<file path="src/rtl/div_pkg.sv">
// Shared types and helpers for the sequential restoring divider.
// f_mag serves operands up to MAX_W bits.
package div_pkg;

    localparam int MAX_W = 64;

    typedef enum logic [1:0] {
        IDLE,
        ABS,
        ITER,
        FIX
    } state_t;

    function automatic int f_cnt_w(input int w);
        return $clog2(w + 1);
    endfunction

    function automatic logic [MAX_W-1:0] f_mag(
        input logic [MAX_W-1:0] x,
        input logic             neg
    );
        return neg ? (~x + MAX_W'(1)) : x;
    endfunction

endpackage

</file>
<file path="src/rtl/div_step.sv">
// One restoring division step: shift the quotient MSB into the remainder
// and subtract the divisor when the trial value allows it.
module div_step
    import div_pkg::*;
#(
    parameter int WIDTH = 32
) (
    input  logic [WIDTH-1:0] i_rem,
    input  logic [WIDTH-1:0] i_q,
    input  logic [WIDTH-1:0] i_div,
    output logic [WIDTH-1:0] o_rem,
    output logic [WIDTH-1:0] o_q
);

    logic [WIDTH:0]   w_trial;
    logic [WIDTH-1:0] w_diff;
    logic             w_ge;

    assign w_trial = {i_rem, i_q[WIDTH-1]};
    assign w_ge    = w_trial >= {1'b0, i_div};
    // The remainder stays below the divisor, so the difference fits WIDTH bits
    assign w_diff  = w_trial[WIDTH-1:0] - i_div;
    assign o_rem   = w_ge ? w_diff : w_trial[WIDTH-1:0];
    assign o_q     = {i_q[WIDTH-2:0], w_ge};

endmodule

</file>
<file path="src/rtl/divisor_seq_param.sv">
// Sequential signed/unsigned restoring divider, one quotient bit per cycle.
// Define DIV_EARLY_TERM_EN to skip iteration when |Num| < |Den|. WIDTH <= 64.
module divisor_seq_param
    import div_pkg::*;
#(
    parameter int WIDTH = 32
) (
    input  logic             CLK,
    input  logic             RSTa,
    input  logic             Start,
    input  logic             Sgn,
    input  logic [WIDTH-1:0] Num,
    input  logic [WIDTH-1:0] Den,
    output logic [WIDTH-1:0] Coc,
    output logic [WIDTH-1:0] Res,
    output logic             Busy,
    output logic             Done,
    output logic             DivZero,
    output logic             Ovf
);

    localparam int               CNT_W = f_cnt_w(WIDTH);
    localparam logic [WIDTH-1:0] MIN   = {1'b1, {(WIDTH-1){1'b0}}};
    localparam logic [WIDTH-1:0] ONES  = '1;
    localparam logic [CNT_W-1:0] LAST  = CNT_W'(WIDTH - 1);

    state_t           r_state;
    logic [WIDTH-1:0] r_num;
    logic [WIDTH-1:0] r_den;
    logic             r_sgn;
    logic [WIDTH-1:0] r_dmag;
    logic [WIDTH-1:0] r_q;
    logic [WIDTH-1:0] r_rem;
    logic             r_qneg;
    logic             r_rneg;
    logic [CNT_W-1:0] r_cnt;

    logic [WIDTH-1:0] w_nmag;
    logic [WIDTH-1:0] w_dmag;
    logic [WIDTH-1:0] w_rem_nx;
    logic [WIDTH-1:0] w_q_nx;
    logic [WIDTH-1:0] w_coc;
    logic [WIDTH-1:0] w_res;
    logic             w_dz;
    logic             w_ovf;
    logic             w_early;

    assign w_nmag = WIDTH'(f_mag(MAX_W'(r_num), r_sgn & r_num[WIDTH-1]));
    assign w_dmag = WIDTH'(f_mag(MAX_W'(r_den), r_sgn & r_den[WIDTH-1]));
    assign w_coc  = WIDTH'(f_mag(MAX_W'(r_q), r_qneg));
    assign w_res  = WIDTH'(f_mag(MAX_W'(r_rem), r_rneg));
    assign w_dz   = (r_den == '0);
    assign w_ovf  = r_sgn && (r_num == MIN) && (r_den == ONES);

`ifdef DIV_EARLY_TERM_EN
    assign w_early = (w_nmag < w_dmag);
`else
    assign w_early = 1'b0;
`endif

    div_step #(
        .WIDTH (WIDTH)
    ) u_step (
        .i_rem (r_rem),
        .i_q   (r_q),
        .i_div (r_dmag),
        .o_rem (w_rem_nx),
        .o_q   (w_q_nx)
    );

    always_ff @(posedge CLK or negedge RSTa) begin
        if (!RSTa) begin
            r_state <= IDLE;
            r_num   <= '0;
            r_den   <= '0;
            r_sgn   <= 1'b0;
            r_dmag  <= '0;
            r_q     <= '0;
            r_rem   <= '0;
            r_qneg  <= 1'b0;
            r_rneg  <= 1'b0;
            r_cnt   <= '0;
            Coc     <= '0;
            Res     <= '0;
            Busy    <= 1'b0;
            Done    <= 1'b0;
            DivZero <= 1'b0;
            Ovf     <= 1'b0;
        end else begin
            unique case (r_state)
                IDLE: begin
                    Done <= 1'b0;
                    if (Start) begin
                        r_num   <= Num;
                        r_den   <= Den;
                        r_sgn   <= Sgn;
                        Busy    <= 1'b1;
                        r_state <= ABS;
                    end
                end
                ABS: begin
                    r_dmag <= w_dmag;
                    r_q    <= w_nmag;
                    r_rem  <= '0;
                    r_qneg <= r_sgn & (r_num[WIDTH-1] ^ r_den[WIDTH-1]);
                    r_rneg <= r_sgn & r_num[WIDTH-1];
                    r_cnt  <= LAST;
                    if (w_dz) begin
                        r_state <= FIX;
                    end else if (w_early) begin
                        // Quotient 0; re-signing |Num| in FIX restores Num
                        r_q     <= '0;
                        r_rem   <= w_nmag;
                        r_state <= FIX;
                    end else begin
                        r_state <= ITER;
                    end
                end
                ITER: begin
                    r_q   <= w_q_nx;
                    r_rem <= w_rem_nx;
                    r_cnt <= r_cnt - CNT_W'(1);
                    if (r_cnt == '0) begin
                        r_state <= FIX;
                    end
                end
                FIX: begin
                    Done    <= 1'b1;
                    Busy    <= 1'b0;
                    DivZero <= w_dz;
                    Ovf     <= w_ovf;
                    r_state <= IDLE;
                    if (w_dz) begin
                        Coc <= ONES;
                        Res <= r_num;
                    end else begin
                        Coc <= w_coc;
                        Res <= w_res;
                    end
                end
                default: r_state <= IDLE;
            endcase
        end
    end

endmodule

</file>
<file path="config.mk">
export PLATFORM = sky130hd
export DESIGN_NAME = divisor_seq_param
export DESIGN_NICKNAME = d
export VERILOG_FILES = /design/src/rtl/div_pkg.sv /design/src/rtl/div_step.sv /design/src/rtl/divisor_seq_param.sv
export SDC_FILE = /design/constraint.sdc
export NUM_CORES = 1
export LEC_CHECK = 0
export CAP_MARGIN = 20
export CORE_ASPECT_RATIO = 0.5
export CORE_MARGIN = 1.5
export CORE_UTILIZATION = 60
export DETAILED_ROUTE_END_ITERATION = 8
export DONT_BUFFER_PORTS = 1
export PLACE_DENSITY = 0.77
export SLEW_MARGIN = 20
export SYNTH_ARGS = -nofsm -noshare
export SYNTH_HDL_FRONTEND = slang
export SYNTH_HIERARCHICAL = 1
export SYNTH_SLANG_ARGS = --single-unit
</file>
<file path="constraint.sdc">
create_clock -name CLK -period 5.8 [get_ports CLK]
set_input_delay 1.16 -clock CLK [delete_from_list [all_inputs] [get_ports CLK]]
set_output_delay 1.16 -clock CLK [all_outputs]
set_load 0.01 [all_outputs]
</file>
==> flow_summary.ini <==
[timing]
rsz0062_at_grt = no
skew_ps = 28.8
hold_violations = 0
whs_ps = 302
timing.fmax_ghz = 0.274
relSlewSlack_pct = 32.3
period_needed_ps = 3650
worst_slack_ps = 2150
period_share_pct = 62.9
drv_slew = 0
tns_ps = 0
worstMarginPinSlew_ps = 1020
setup_viol = 0

[synth]
synth-seq-cells = 239
synth.avg_cell_area_um2 = 9.29
syn_area_um2 = 15000
seq_area_frac_synth_pct = 39.8
synth_edf_count = 0
synth_nets = 1727
netlist_instances = 1615
ys_warn_count = 6
synth.distinct_cells = 80
synthArstFlopShare_pct = 100
synthFlopType = dfrtp_1

[placed_design]
gp_congestion = 0.984
pre_cts_ws_ps = 2180
port_buffers = 0
place.detailed.hpwl_um = 27400

[floorplan]
die_w_um = 227
core.rowCount = 40
fp.dieH_um = 115
initial_core_util_pct = 61.8
core-area_um2 = 24300
die_area_um2 = 26000
ioPinCount = 136

[routing]
drtIter0Drc = 1214
drc = 0
antenna_left = 0
viasPerCell = 6.34
firstDrtPassIters = 5
routed_wl_um = 38600
wl_per_cell_um = 20.6
vias = 11900

[global_route]
first_global_vias = 11200
grt_pass1_wl_um = 61100
grt_remaining_overflow = 0
track_usage_pct = 29.5
antenna_found_initial = 3
grt_max_degree = 240

[clocking]
cts_buffer_depth = 3
ctsHtreeMaxLevel = 1
cts_made_buffers = 23
post_cts_buffers = 0
insertion_delay_ps = 560
clkTransAtPathRegs_ps = 70
ctsResizeCount = 0
cts.sinks = 239
cts_tree = yes
root_buffer = clkbuf_16
postCtsHoldBufs = 0

[pwr]
power_leakage_nw = 6.61
powerDensity_nw_per_um2 = 558
ir_drop_v = 0.000428

[critical_path]
path_delay_family = simple AND/OR/NAND/NOR gates
path_buf_inv = 1
cp.arrival_ps = 4050
slowest_delay_ps = 810
r2r_start = r_den[0]
worst_setup_path_start_kind = flip-flop
required_ps = 6200
worstSetupStartpoint = r_den[0]
crit_type = flip-flop to flip-flop
cp_max_fo = 34
path_cells = inv_1 > ha_1 > or4b_4 > or3_1 > or4_4 > nand2_2 > o221ai_1
endpoint_kind = flip-flop
crit_slowest_cell = or4_4

[finish]
seqCellArea_um2 = 5980
layout_commonest_cell = dfrtp_1
fin_nets = 1632
multiInputGateArea_um2 = 7910
fillers = 1985
final_cell_mix = 239 x dfrtp_1, 136 x o21ai_0, 128 x inv_1, 112 x xnor2_1, 106 x nor2_1
area_growth_pct = 4.12
final_layout_size_suffix_gt1_share_pct = 11.8

[job]
drv_cap = 0

[run_status]
status = finished, final reports clean

[min_path]
hp-class = input pin to async pin
-- registers in the layout, summed over array words and instances (netlist names), 2 cells and up --
name / flops
Coc: 32
Res: 32
r_cnt: 6
r_den: 32
r_dmag: 32
r_num: 32
r_q: 32
r_rem: 32
r_state: 2
-- cells by family after synthesis --
family | Yosys count | synth area share (%)
compound gates | 419 | 17.8
simple gates | 402 | 13.5
buf+inv | 255 | 7.75
flops | 239 | 39.8
xor+xnor | 141 | 8.23
mux | 115 | 9.15
fa+ha+maj | 44 | 3.72
-- metrics by stage --
step	instances	cell area [um2]	util (%)	total power, mW
6_report	1874	15600	64.4	8.73
5_1_grt	1874	15600	64.4	9.30
4_1_cts	1872	15600	64.3	8.67
3_5_place_dp	1831	14800	61.1	7.08
3_3_place_gp	1831	14800	61.1	6.92
2_1_floorplan	1615	15000	-	6.24
-- layer usage --
layer / part of all wire [%] / track usage, %
met1: 46 / 42.7
met2: 45 / 46.0
met3: 6.7 / 5.11
met4: 2.3 / 7.96
met5: 0 / 0
-- area by class of cell --
class                      count  area share, %
multi-input combinational   1121           50.6
sequential                   239           38.3
clock buffer                  34           4.46
inverter                     129           3.11
tap                          336           2.69
clock inverter                 7          0.528
timing repair buffer           6          0.312
antenna                        2         0.0320
-- cell usage after synthesis, types with 5 or more instances --
cell type	instances	area, um2
dfrtp_1	239	5980
mux2_2	81	912
o21ai_0	136	681
nand2_1	87	327
o31ai_1	31	233
buf_1	8	30.0
o211ai_1	8	60.1
o41ai_1	22	193
inv_1	128	480
a21o_1	10	75.1
and3_1	6	37.5
xnor2_1	112	981
a21oi_1	91	455
xor2_1	29	254
o22a_1	29	254
or4_1	19	143
nor3b_1	6	45.0
nand2b_1	7	43.8
a31oi_1	12	75.1
nor4_1	14	87.6
nor2_1	106	398
ha_1	43	538
clkbuf_1	65	244
nor2b_1	8	50.1
mux2i_1	10	100
nand3_1	65	325
mux2_4	24	360
buf_4	32	240
nand4_1	20	125
buf_2	14	70.1
or3_1	15	93.8
nor3_1	21	105
a211oi_1	7	52.6
or2_2	5	31.3
o21a_1	7	52.6
o22ai_1	25	156
o221ai_1	10	87.6
-- path summary, 6_finish.rpt --
check / end / slack [ps] / cells after the start
max reg2reg: Res[12] / 2150 / 7
max: Res[12] / 2150 / 7
max in group asynchronous: r_dmag[23] / 5170 / 0
min reg2reg: r_dmag[30] / 530 / 2
min: Coc[19] / 300 / 0
min in group CLK: r_dmag[30] / 530 / 2
-- worst reg2reg max path: stages (launching register included) --
cell and delay (ps):
dfrtp_1 460, inv_1 100, ha_1 210, or4b_4 520, or3_1 530, or4_4 810, nand2_2 650, o221ai_1 240
-- power by group --
group / internal [mW] / switching (mW) / total, mW
sequential: 2.37 / 0.989 / 3.36
clock: 0.885 / 0.681 / 1.57
combinational: 1.63 / 2.18 / 3.81
No activity file was read; power rests on OpenSTA's default activity.
